`src/rtl/word_serializer16_pkg.sv`:
```
// Shared definitions for the word_serializer16 transmitter.
//   WORD_WIDTH : default word length in bits
//   state_t    : transmitter FSM encoding (idle / shifting / inter-frame gap)
package word_serializer16_pkg;

  localparam int WORD_WIDTH = 16;

  typedef enum logic [1:0] {
    ST_IDLE  = 2'd0,
    ST_SHIFT = 2'd1,
    ST_GAP   = 2'd2
  } state_t;

endpackage

```
`src/rtl/word_serializer16_piso.sv`:
```
// piso16: parallel-load shift register feeding the serial output.
//   clk, reset : clock, asynchronous active-high clear
//   load       : capture d (has priority over shift)
//   shift      : advance one bit, filling with zeros
//   d          : parallel word
//   q_bit      : bit currently presented (bit 0 when LSB_FIRST, else bit WIDTH-1)
// Zero fill means that once a full word has been shifted out the register
// reads all zeros, so q_bit is naturally 0 between frames.
module piso16
  import word_serializer16_pkg::*;
#(
  parameter int WIDTH     = WORD_WIDTH,
  parameter bit LSB_FIRST = 1'b1
) (
  input  logic             clk,
  input  logic             reset,
  input  logic             load,
  input  logic             shift,
  input  logic [WIDTH-1:0] d,
  output logic             q_bit
);

  logic [WIDTH-1:0] sh;

  always_ff @(posedge clk or posedge reset) begin
    if (reset) begin
      sh <= '0;
    end else if (load) begin
      sh <= d;
    end else if (shift) begin
      if (LSB_FIRST) sh <= {1'b0, sh[WIDTH-1:1]};
      else           sh <= {sh[WIDTH-2:0], 1'b0};
    end
  end

  assign q_bit = LSB_FIRST ? sh[0] : sh[WIDTH-1];

endmodule

```
`src/rtl/word_serializer16.sv`:
```
// word_serializer16: parallel-to-serial transmitter with a one-word holding buffer.
//   clk, reset  : clock, asynchronous active-high reset
//   in          : parallel word to transmit
//   in_valid    : in holds a word
//   in_ready    : block can take a word this cycle
//   sout        : serial data bit
//   sout_valid  : sout carries a data bit this cycle
//   sof         : high with the first bit of each word
//   busy        : a word is shifting, in gap, or held in the buffer
//   dbg_state   : current FSM state, for observation only
//
// Handshake: a word transfers on a rising clk edge where in_valid && in_ready.
// in_ready is decoded from registers only (!buf_full) and never depends on
// in_valid; in is ignored on edges without a transfer. Once raised, in_ready
// stays high until a transfer fills the buffer.
//
// Frames: the first bit appears the cycle after the loading edge, then one bit
// per cycle for WIDTH cycles, followed by GAP_CYCLES idle cycles. At a frame
// start point the buffered word wins; a word arriving on that same edge goes
// into the buffer, or straight into the shifter if the buffer was empty.
module word_serializer16
  import word_serializer16_pkg::*;
#(
  parameter int WIDTH      = WORD_WIDTH,
  parameter bit LSB_FIRST  = 1'b1,
  parameter int GAP_CYCLES = 1
) (
  input  logic             clk,
  input  logic             reset,
  input  logic [WIDTH-1:0] in,
  input  logic             in_valid,
  output logic             in_ready,
  output logic             sout,
  output logic             sout_valid,
  output logic             sof,
  output logic             busy,
  output state_t           dbg_state
);

  localparam int CW = (WIDTH > 1) ? $clog2(WIDTH) : 1;
  localparam int GW = (GAP_CYCLES > 1) ? $clog2(GAP_CYCLES) : 1;

  state_t           state, state_n;
  logic [CW-1:0]    cnt, cnt_n;
  logic [GW-1:0]    gcnt, gcnt_n;
  logic [WIDTH-1:0] hold_q, hold_n;
  logic             buf_full, buf_full_n;
  logic             load, shift;
  logic [WIDTH-1:0] load_data;
  logic             start_pt;
  logic             accept;
  logic             last_bit, gap_done;
  logic             sout_valid_q, sof_q, busy_q;

  assign accept   = in_valid && !buf_full;
  assign last_bit = (cnt == CW'(WIDTH-1));
  assign gap_done = (gcnt == GW'(GAP_CYCLES-1));

  always_comb begin
    state_n    = state;
    cnt_n      = cnt;
    gcnt_n     = gcnt;
    hold_n     = hold_q;
    buf_full_n = buf_full;
    load       = 1'b0;
    shift      = 1'b0;
    load_data  = hold_q;
    start_pt   = 1'b0;

    case (state)
      ST_IDLE: start_pt = 1'b1;
      ST_SHIFT: begin
        // The shift on the last bit empties the shifter, keeping sout at 0
        // until the next load.
        shift = 1'b1;
        cnt_n = cnt + CW'(1);
        if (last_bit) begin
          cnt_n = '0;
          if (GAP_CYCLES > 0) begin
            state_n = ST_GAP;
            gcnt_n  = '0;
          end else begin
            start_pt = 1'b1;
          end
        end
      end
      ST_GAP: begin
        gcnt_n = gcnt + GW'(1);
        if (gap_done) start_pt = 1'b1;
      end
      default: state_n = ST_IDLE;
    endcase

    if (start_pt) begin
      cnt_n = '0;
      if (buf_full) begin
        load       = 1'b1;
        load_data  = hold_q;
        buf_full_n = 1'b0;
        state_n    = ST_SHIFT;
      end else if (accept) begin
        load      = 1'b1;
        load_data = in;
        state_n   = ST_SHIFT;
      end else begin
        state_n = ST_IDLE;
      end
    end

    // Any accepted word that did not go straight into the shifter is held.
    if (accept && !(start_pt && !buf_full)) begin
      hold_n     = in;
      buf_full_n = 1'b1;
    end
  end

  always_ff @(posedge clk or posedge reset) begin
    if (reset) begin
      state        <= ST_IDLE;
      cnt          <= '0;
      gcnt         <= '0;
      hold_q       <= '0;
      buf_full     <= 1'b0;
      sout_valid_q <= 1'b0;
      sof_q        <= 1'b0;
      busy_q       <= 1'b0;
    end else begin
      state        <= state_n;
      cnt          <= cnt_n;
      gcnt         <= gcnt_n;
      hold_q       <= hold_n;
      buf_full     <= buf_full_n;
      sout_valid_q <= (state_n == ST_SHIFT);
      sof_q        <= load;
      busy_q       <= (state_n != ST_IDLE) || buf_full_n;
    end
  end

  piso16 #(
    .WIDTH     (WIDTH),
    .LSB_FIRST (LSB_FIRST)
  ) u_piso (
    .clk   (clk),
    .reset (reset),
    .load  (load),
    .shift (shift),
    .d     (load_data),
    .q_bit (sout)
  );

  assign in_ready   = !buf_full;
  assign sout_valid = sout_valid_q;
  assign sof        = sof_q;
  assign busy       = busy_q;
  assign dbg_state  = state;

endmodule
```
`config.mk`:
```
export PLATFORM = sky130hd
export DESIGN_NAME = word_serializer16
export DESIGN_NICKNAME = d
export VERILOG_FILES = /design/src/rtl/word_serializer16_pkg.sv /design/src/rtl/word_serializer16_piso.sv /design/src/rtl/word_serializer16.sv
export SDC_FILE = /design/constraint.sdc
export NUM_CORES = 1
export LEC_CHECK = 0
export ABC_AREA = 1
export CAP_MARGIN = 20
export CORE_MARGIN = 1.5
export CORE_UTILIZATION = 50
export CTS_BUF_LIST = sky130_fd_sc_hd__clkbuf_4
export CTS_CLUSTER_DIAMETER = 80
export DETAILED_ROUTE_END_ITERATION = 6
export HOLD_SLACK_MARGIN = 0.03
export PLACE_DENSITY_LB_ADDON = 0.3
export SYNTH_ARGS = -nofsm -noshare
export SYNTH_HDL_FRONTEND = slang
export SYNTH_SLANG_ARGS = --single-unit
```
`constraint.sdc`:
```
create_clock -name clk -period 2.71 [get_ports clk]
set_input_delay 0.6775 -clock clk [delete_from_list [all_inputs] [get_ports clk]]
set_output_delay 0.6775 -clock clk [all_outputs]
set_load 0.02 [all_outputs]
```
==> impl_metrics.toml <==
[run_status]
status = "completed"

[timing]
finalCriticalPeriod_ns = 2.16
rsz0062_at_grt = "false"
finClkSkew_ns = 0.0166
hold_slack_ns = 0.490
final.setup.worst_slack_ns = 0.549
finalSetupTns_ns = 0
min_period_over_period_pct = 79.7
clock.fmax_mhz = 463
setup_violations = 0
slew_headroom_pct = 64.0
tightestPinTransition_ns = 0.540
drv_slew = 0
hold_violations = 0

[routing]
drt_iter0_drc = 177
wl_per_cell_um = 13.2
drc = 0
wl_um = 4310
final_antenna_net_count = 0
vias_per_cell = 5.19
dr.pass1.iters = 4
num_vias = 1697

[die]
rows = 24
fp.dieW_um = 70.5
start_util_pct = 52.0
io_pins = 26
fp.coreArea_um2 = 4380
die-area_um2 = 4980
die_h_um = 70.5

[place]
gp_congestion = 0.815
dp_hpwl_um = 2880
dpl_cell_area_um2 = 2500
io_buffers = 25
pre_cts_ws_ns = 0.613

[final_layout]
areaGrowthSynthToFinish_pct = 12.0
layout-drive-gt1-share_pct = 20.0
seqCellArea_um2 = 1080
final_area_um2 = 2550
fillers = 385
nNetsFinal = 294
final_util_pct = 58.2
diodes = 0
multi_input_area_um2 = 985

[logic_synthesis]
synthesis.nets = 271
synth_flop_cell = "dfrtp_1"
netlist.area_leader.share_pct = 47.2
synth_cells = 251
async_reset_ff_share_pct = 100
synth_common_cells = "nand2_1 (68), dfrtp_1 (43), nand3_1 (24)"
ys_warn_count = 0
synth-seq-cells = 43
synth_edf_count = 0
synth.avg_cell_area_um2 = 9.09
synth_top_area_cell = "dfrtp_1"
yosysSeqAreaShare_pct = 47.2
yosysMostFrequentCell = "nand2_1"
syn_area_um2 = 2280
synth_area_leaders = "dfrtp_1 (47%), nand2_1 (11%), nand3_1 (5.3%), o21ai_2 (4.2%), buf_6 (3.9%)"
ys_types = 30

[worst_setup_path]
worst-path-buf-inv = 1
crit_chain = "clkdlybuf4s50_1"
crit_type = "reg2out"
path_depth = 1
critical-path-top-delay-family = "buffers and inverters"
reg2reg_depth = 5
critPathMaxStageDelay_ns = 0.64
start_kind = "register"
cp_data_required_time_ns = 2.03
critPathCaptureType = "output port"
worst_path_max_delay_cell = "clkdlybuf4s50_1"
arrival_ns = 1.48
cp_max_fo = 5

[cts]
cts_sinks = 43
numCtsBuffers = 5
post_cts_resized = 0
hold_buffers = 0
h-tree-depth = 2
cts_tree = "yes"
cts_setup_buffers = 0
clock_path_buffers = 2
insertion_delay_ns = 0.37
cts-root-buf = "clkbuf_4"
clkTransAtPathRegs_ns = 0.12

[global_route]
grt_pass1_wl_um = 7600
grt_max_degree = 44
overflow = 0
antenna_found_initial = 0
grt_use_total_pct = 19.5
grt_pass1_vias = 1660

[flow_run]
drv_cap = 0

[power_and_ir_drop]
leakagePower_nw = 1.21
vdd_drop_max_mv = 0.409
power.density_nw_per_um2 = 1080

[min_path]
timing.hold.worst_path_depth = 2
hp-class = "reg2reg"
## area by class of cell
class	instances	area share (%)
Sequential cell	43	42.1
Clock buffer	5	1.47
Clock inverter	3	0.588
Inverter	26	4.02
Timing Repair Buffer	28	10.7
Multi-Input combinational cell	170	38.6
Tap cell	52	2.55
## cell families (layout without fill, tap and decap cells)
| family | after synthesis | after routing | synth area share [%] |
|---|---|---|---|
| fa+ha+maj | 1 | 1 | 0.548 |
| compound gates | 55 | 55 | 18.8 |
| xor+xnor | 1 | 1 | 0.384 |
| buf+inv | 38 | 62 | 9.65 |
| flops | 43 | 43 | 47.2 |
| simple gates | 113 | 113 | 23.5 |
## power breakdown
part           internal (mW)  switching, mW  leakage [nW]
Clock                 0.0967          0.209        0.0347
Sequential             0.943          0.167         0.519
Combinational          0.550          0.787         0.659
## layer usage
layer / vias to the layer above / wire (um) / global-route usage, %
met2: 39 / 2000 / 32.6
met4: 0 / 68 / 6.50
li1: 859 / - / -
met1: 793 / 2030 / 25.2
met5: - / 0 / 0
met3: 6 / 205 / 4.56
## flip-flops by register name, summed over array words and instances (netlist names)
signal and cells:
cnt 4, buf_full 1, u_piso.sh 16, busy 1, gcnt 1, sof 1, dbg_state 2, sout_valid 1
hold_q 16
## layout by cell type, fill, tap and decap left out, drive strengths merged
cell	count
a21oi	12
buf	3
clkbuf	5
clkdlybuf4s50	25
clkinv	4
dfrtp	43
ha	1
inv	25
nand2	74
nand3	25
nor2	12
nor3	1
o211ai	3
o21ai	27
o21bai	8
o22ai	5
or2	1
xor2	1
## path summary, 6_finish.rpt
path / startpoint / to / slack [ns]
max: dbg_state[1] / dbg_state[1] / 0.55
min: hold_q[12] / hold_q[12] / 0.49
max reg2reg: dbg_state[1] / cnt[3] / 1.19
min reg2reg: hold_q[12] / hold_q[12] / 0.49
max in group asynchronous: reset / dbg_state[1] / 1.60
min in group asynchronous: reset / cnt[0] / 0.73
## worst reg2reg max path: cells and delay by family (launching register included)
kind | cells | cell delay [ns]
flip-flops | 1 | 0.47
AND/OR/NAND/NOR | 2 | 0.36
buffers and inverters | 2 | 0.42
AO/OA/AOI/OAI | 1 | 0.20
## through the flow
stage,total power [mW],instances
3_3_place_gp,2.44,319
6_report,2.75,327
5_1_grt,3.01,327
4_1_cts,2.78,327
2_1_floorplan,2.23,251
3_5_place_dp,2.48,319
(Power assumes the default switching activity.)
